File: src/rtl/pipeline_hazard_ctrl.sv
// pipeline_hazard_ctrl
// Central stall/flush sequencer for the 5-stage pipeline. Raises load-use
// stalls, flushes IF/ID on taken branches/jumps resolved in ID, and holds
// mul/div and HI/LO readers in ID while the multi-cycle mul/div unit is busy.
// Optional feature macro: HAZARD_PERF_CNT_EN adds the stall_cycles and
// flush_cycles performance counters.
module pipeline_hazard_ctrl #(
    parameter int MULDIV_LAT = 4,  // occupancy incl. issue cycle, 2..15
    parameter int CNT_W      = 4   // must hold MULDIV_LAT-1
) (
    input  logic       clk,
    input  logic       reset,
    input  logic [4:0] ID_rs,
    input  logic [4:0] ID_rt,
    input  logic       ID_uses_rs,
    input  logic       ID_uses_rt,
    input  logic       ID_is_muldiv,
    input  logic       ID_reads_hilo,
    input  logic       ID_branch_taken,
    input  logic       EX_MemRead,
    input  logic [4:0] EX_dst,
    output logic       PC_write,
    output logic       IF_ID_write,
    output logic       IF_ID_flush,
    output logic       ID_EX_bubble,
    output logic       muldiv_issue,
    output logic       muldiv_busy
`ifdef HAZARD_PERF_CNT_EN
    ,
    output logic [31:0] stall_cycles,
    output logic [31:0] flush_cycles
`endif
);

    typedef enum logic {
        RUN     = 1'b0,
        MD_BUSY = 1'b1
    } state_e;

    localparam logic [CNT_W-1:0] CNT_LOAD = CNT_W'(MULDIV_LAT - 1);

    state_e           state_q, state_d;
    logic [CNT_W-1:0] cnt_q, cnt_d;

    logic load_use;
    logic md_hold;
    logic stall;

    assign muldiv_busy = (state_q == MD_BUSY);

    // Hazard detection: a load in EX feeding ID, or a mul/div-unit conflict.
    always_comb begin
        load_use = EX_MemRead && (EX_dst != 5'd0) &&
                   ((ID_uses_rs && (ID_rs == EX_dst)) ||
                    (ID_uses_rt && (ID_rt == EX_dst)));
        md_hold  = muldiv_busy && (ID_is_muldiv || ID_reads_hilo);
        stall    = load_use || md_hold;
    end

    // Pipeline control outputs; a stall always wins over a taken branch.
    always_comb begin
        // NOTE: every output gets a default before any branch so no path
        // leaves it unassigned, which would otherwise infer a latch.
        PC_write     = 1'b1;
        IF_ID_write  = 1'b1;
        IF_ID_flush  = 1'b0;
        ID_EX_bubble = 1'b0;
        muldiv_issue = 1'b0;
        if (stall) begin
            PC_write     = 1'b0;
            IF_ID_write  = 1'b0;
            ID_EX_bubble = 1'b1;
        end else begin
            IF_ID_flush  = ID_branch_taken;
            muldiv_issue = ID_is_muldiv;
        end
    end

    // Next state: issue loads the occupancy counter, busy counts it down to 1.
    always_comb begin
        state_d = state_q;
        cnt_d   = cnt_q;
        case (state_q)
            RUN: begin
                if (muldiv_issue) begin
                    state_d = MD_BUSY;
                    cnt_d   = CNT_LOAD;
                end
            end
            MD_BUSY: begin
                if (cnt_q <= CNT_W'(1)) begin
                    state_d = RUN;
                    cnt_d   = '0;
                end else begin
                    cnt_d = cnt_q - CNT_W'(1);
                end
            end
            default: begin
                state_d = RUN;
                cnt_d   = '0;
            end
        endcase
    end

    // State and occupancy counter registers; reset aborts any busy period.
    always_ff @(posedge clk or posedge reset) begin
        // NOTE: non-blocking assignments keep every register sampling the
        // pre-edge values, independent of statement order.
        if (reset) begin
            state_q <= RUN;
            cnt_q   <= '0;
        end else begin
            state_q <= state_d;
            cnt_q   <= cnt_d;
        end
    end

`ifdef HAZARD_PERF_CNT_EN
    logic [31:0] stall_cnt_q;
    logic [31:0] flush_cnt_q;

    // Performance counters: stall count saturates, flush count wraps.
    always_ff @(posedge clk or posedge reset) begin
        if (reset) begin
            stall_cnt_q <= '0;
            flush_cnt_q <= '0;
        end else begin
            if (stall && (stall_cnt_q != 32'hFFFF_FFFF)) begin
                stall_cnt_q <= stall_cnt_q + 32'd1;
            end
            if (IF_ID_flush) begin
                flush_cnt_q <= flush_cnt_q + 32'd1;
            end
        end
    end

    assign stall_cycles = stall_cnt_q;
    assign flush_cycles = flush_cnt_q;
`endif

endmodule

File: config.mk
export PLATFORM = sky130hd
export DESIGN_NAME = pipeline_hazard_ctrl
export DESIGN_NICKNAME = d
export VERILOG_FILES = /design/src/rtl/pipeline_hazard_ctrl.sv
export SDC_FILE = /design/constraint.sdc
export NUM_CORES = 1
export LEC_CHECK = 0
export CAP_MARGIN = 15
export CORE_AREA = 2 2 39 41
export DETAILED_ROUTE_END_ITERATION = 12
export DIE_AREA = 0 0 41 43
export GPL_ROUTABILITY_DRIVEN = 0
export PLACE_DENSITY = 0.76
export SLEW_MARGIN = 20
export SYNTH_ARGS = -nofsm -noshare
export SYNTH_HDL_FRONTEND = slang
export SYNTH_SLANG_ARGS = --single-unit
File: constraint.sdc
create_clock -name clk -period 3.75 [get_ports clk]
set_input_delay 0.375 -clock clk [delete_from_list [all_inputs] [get_ports clk]]
set_output_delay 0.375 -clock clk [all_outputs]
set_load 0.01 [all_outputs]
==> results.yml <==
status:
  status: "complete, no violations"
clock_network:
  cts_max_level: 1
  worst_skew_pair.late_latency_ns: 0.24
  cts_resized: 0
  cts_sinks: 5
  clockBufferDepth: 2
  cts_tree: "yes"
  cts_buffers: 3
  clk_pin_slew_ns: 0.04
  cts_setup_buffers: 0
  cts_root_buf: "clkbuf_4"
  cts.hold.buffers_added: 0
layout:
  fin_util: 0.560
  drive_gt1_frac: 0.0854
  final_nets: 108
  area_growth_pct: 68.7
  diodes: 0
grt:
  grt_overflow: 0
  grt_usage: 0.147
  antenna_found_initial: 0
  grt_max_degree: 13
  grt_pass1_vias: 507
  grt_pass1_wl_microns: 1790
timing:
  fin_tns_setup_ns: 0
  fmax_ghz: 0.360
  setup_viol: 0
  drv_slew: 0
  fin_crit_sh: 0.741
  skew_ns: 0.00128
  max-slew-margin-rel: 0.707
  worst_pin_slew_ns: 0.436
  rsz0062_at_grt: "no"
  hold_violations: 0
  min_period_ns: 2.78
floorplan:
  core_area_sq_mm: 0.00138
  die_area_sq_mm: 0.00176
  initial_core_util: 0.332
  die_h_microns: 43
  io_pins: 29
  std_cell_rows: 14
  die_x_microns: 41
yosys:
  yosysSeqAreaShare: 0.272
  syn_avg_cell_area_sq_um: 8.83
  ys_ff_latch: 5
  synth_cells: 52
  syn_nets: 77
  synthDistinctLibCells: 31
  netlist_area_sq_um: 459
  synth-warning-count: 0
placement:
  numPortBuffers: 28
  dp_hpwl_microns: 898
route:
  ant_nets: 0
  firstDrtPassIters: 3
  finalWirelength_microns: 1040
  drc: 0
  wl_per_cell_microns: 10.6
  viasPerCell: 4.88
  vias: 478
  drt-initial-drc-count: 4
critical_path:
  cp.arrival_ns: 2.40
  cp-end-kind: "output port"
  criticalPathCategory: "input pin to output port"
  cp_data_required_time_ns: 3.38
  cp-start-kind: "input pin"
  crit_fanout: 4
pwr:
  irDropWorstVdd_v: 0.000224
  seqPwrFrac: 0.295
  netSwitchingFraction: 0.380
  p_comb_frac: 0.548
  p_per_area_mw_per_mm2: 506
  clkPwrFrac: 0.158
  power.switching_uw: 149
  leakagePower_uw: 0.000323
  p_int_uw: 243
min_path:
  min_path_type: "input pin to async pin"
run:
  maxCapViolCount: 0
-- metal layers --
layer,global-route usage,vias to the layer above,part of all wire
li1,-,245,-
met1,0.152,208,0.38
met2,0.244,23,0.53
met3,0.0628,2,0.081
met4,0.0600,0,0.0077
met5,0,-,0
-- final timing paths --
kind / start / end / slack (ns) / cells after the start
max: EX_dst[1] / IF_ID_write / 0.97 / 6
max reg2reg: cnt_q[0]$_DFFE_PP0P_ / cnt_q[3]$_DFFE_PP0P_ / 1.96 / 7
max in group asynchronous: reset / cnt_q[0]$_DFFE_PP0P_ / 3.25 / 2
min in group clk: cnt_q[2]$_DFFE_PP0P_ / cnt_q[2]$_DFFE_PP0P_ / 0.55 / 2
min: reset / cnt_q[3]$_DFFE_PP0P_ / 0.33 / 2
min reg2reg: cnt_q[2]$_DFFE_PP0P_ / cnt_q[2]$_DFFE_PP0P_ / 0.55 / 2
-- logic make-up after synthesis --
| family | Yosys count | share of synthesized area |
|---|---|---|
| and+or+nand+nor | 16 | 0.199 |
| AOI/OAI and AO/OA | 11 | 0.193 |
| xor gates and xnor gates | 10 | 0.191 |
| buffers and inverters | 7 | 0.0654 |
| DFF | 5 | 0.272 |
| adders and majority gates | 2 | 0.0545 |
| muxes | 1 | 0.0245 |
-- per-stage QoR --
step	setup WS [ns]	hold slack [ns]	std cells	instance area (sq um)	power [uW]
finish	0.971	0.332	98	774	392
global route	0.807	0.358	98	774	428
CTS	0.954	0.337	98	774	398
detailed placement	0.963	0.538	94	748	333
global placement	0.946	0.538	94	748	329
floorplan	1.86	0.154	52	459	241
-- area by class of cell --
cell class	count	area (sq um)
tap	16	20.0
timing repair buffer	28	280
sequential	5	125
fill	133	609
multi-input combinational	40	304
inverter	5	18.8
clock buffer	4	26.3
-- cells in the mapped netlist (all sizes together) --
library cell / n / area, sq um
a311oi: 1 / 8.76
a31oi: 1 / 6.26
a32oi: 1 / 8.76
and2: 2 / 12.5
and3: 1 / 6.26
buf: 1 / 7.51
clkbuf: 1 / 3.75
dfrtp: 5 / 125
ha: 2 / 25.0
inv: 5 / 18.8
mux2: 1 / 11.3
nand2: 2 / 7.51
nand2b: 1 / 6.26
nor2: 2 / 7.51
nor2b: 1 / 6.26
nor3: 2 / 10.0
nor4: 2 / 12.5
o211ai: 1 / 7.51
o21ai: 3 / 18.8
o221ai: 1 / 8.76
o311a: 1 / 10.0
o31ai: 2 / 20.0
or2: 1 / 8.76
or3: 1 / 6.26
or4: 1 / 7.51
xnor2: 2 / 17.5
xor2: 8 / 70.1
-- power groups by stage --
stage / sequential, uW / clock, uW / combinational (uW)
6_report: 115 / 61.8 / 215
2_1_floorplan: 99.5 / 0 / 142
5_1_grt: 120 / 66.7 / 241
3_3_place_gp: 114 / 0 / 215
3_5_place_dp: 116 / 0 / 217
4_1_cts: 116 / 63.9 / 218
-- state kept, by name, summed over array words and instances, names as in the netlist --
register     flops
cnt_q            4
muldiv_busy      1
-- cell usage in the layout (no fill, tap or decap), drive strengths merged, types with 2 or more instances in the layout --
| master | netlist | layout |
|---|---|---|
| nor3 | 2 | 2 |
| nor2 | 2 | 2 |
| dfrtp | 5 | 5 |
| inv | 5 | 5 |
| clkbuf | 1 | 4 |
| clkdlybuf4s50 | 0 | 28 |
| xnor2 | 2 | 2 |
| nand2 | 2 | 2 |
| xor2 | 8 | 8 |
| nor4 | 2 | 2 |
| ha | 2 | 2 |
| o21ai | 3 | 3 |
| o31ai | 2 | 2 |
| and2 | 2 | 2 |
-- worst max-delay path, stage by stage --
cell and delay (ns):
clkdlybuf4s50_1 0.47, or4_1 0.56, o21ai_2 0.17, or2_4 0.16, and2_1 0.14, clkdlybuf4s50_1 0.54
(Power assumes the default switching activity.)
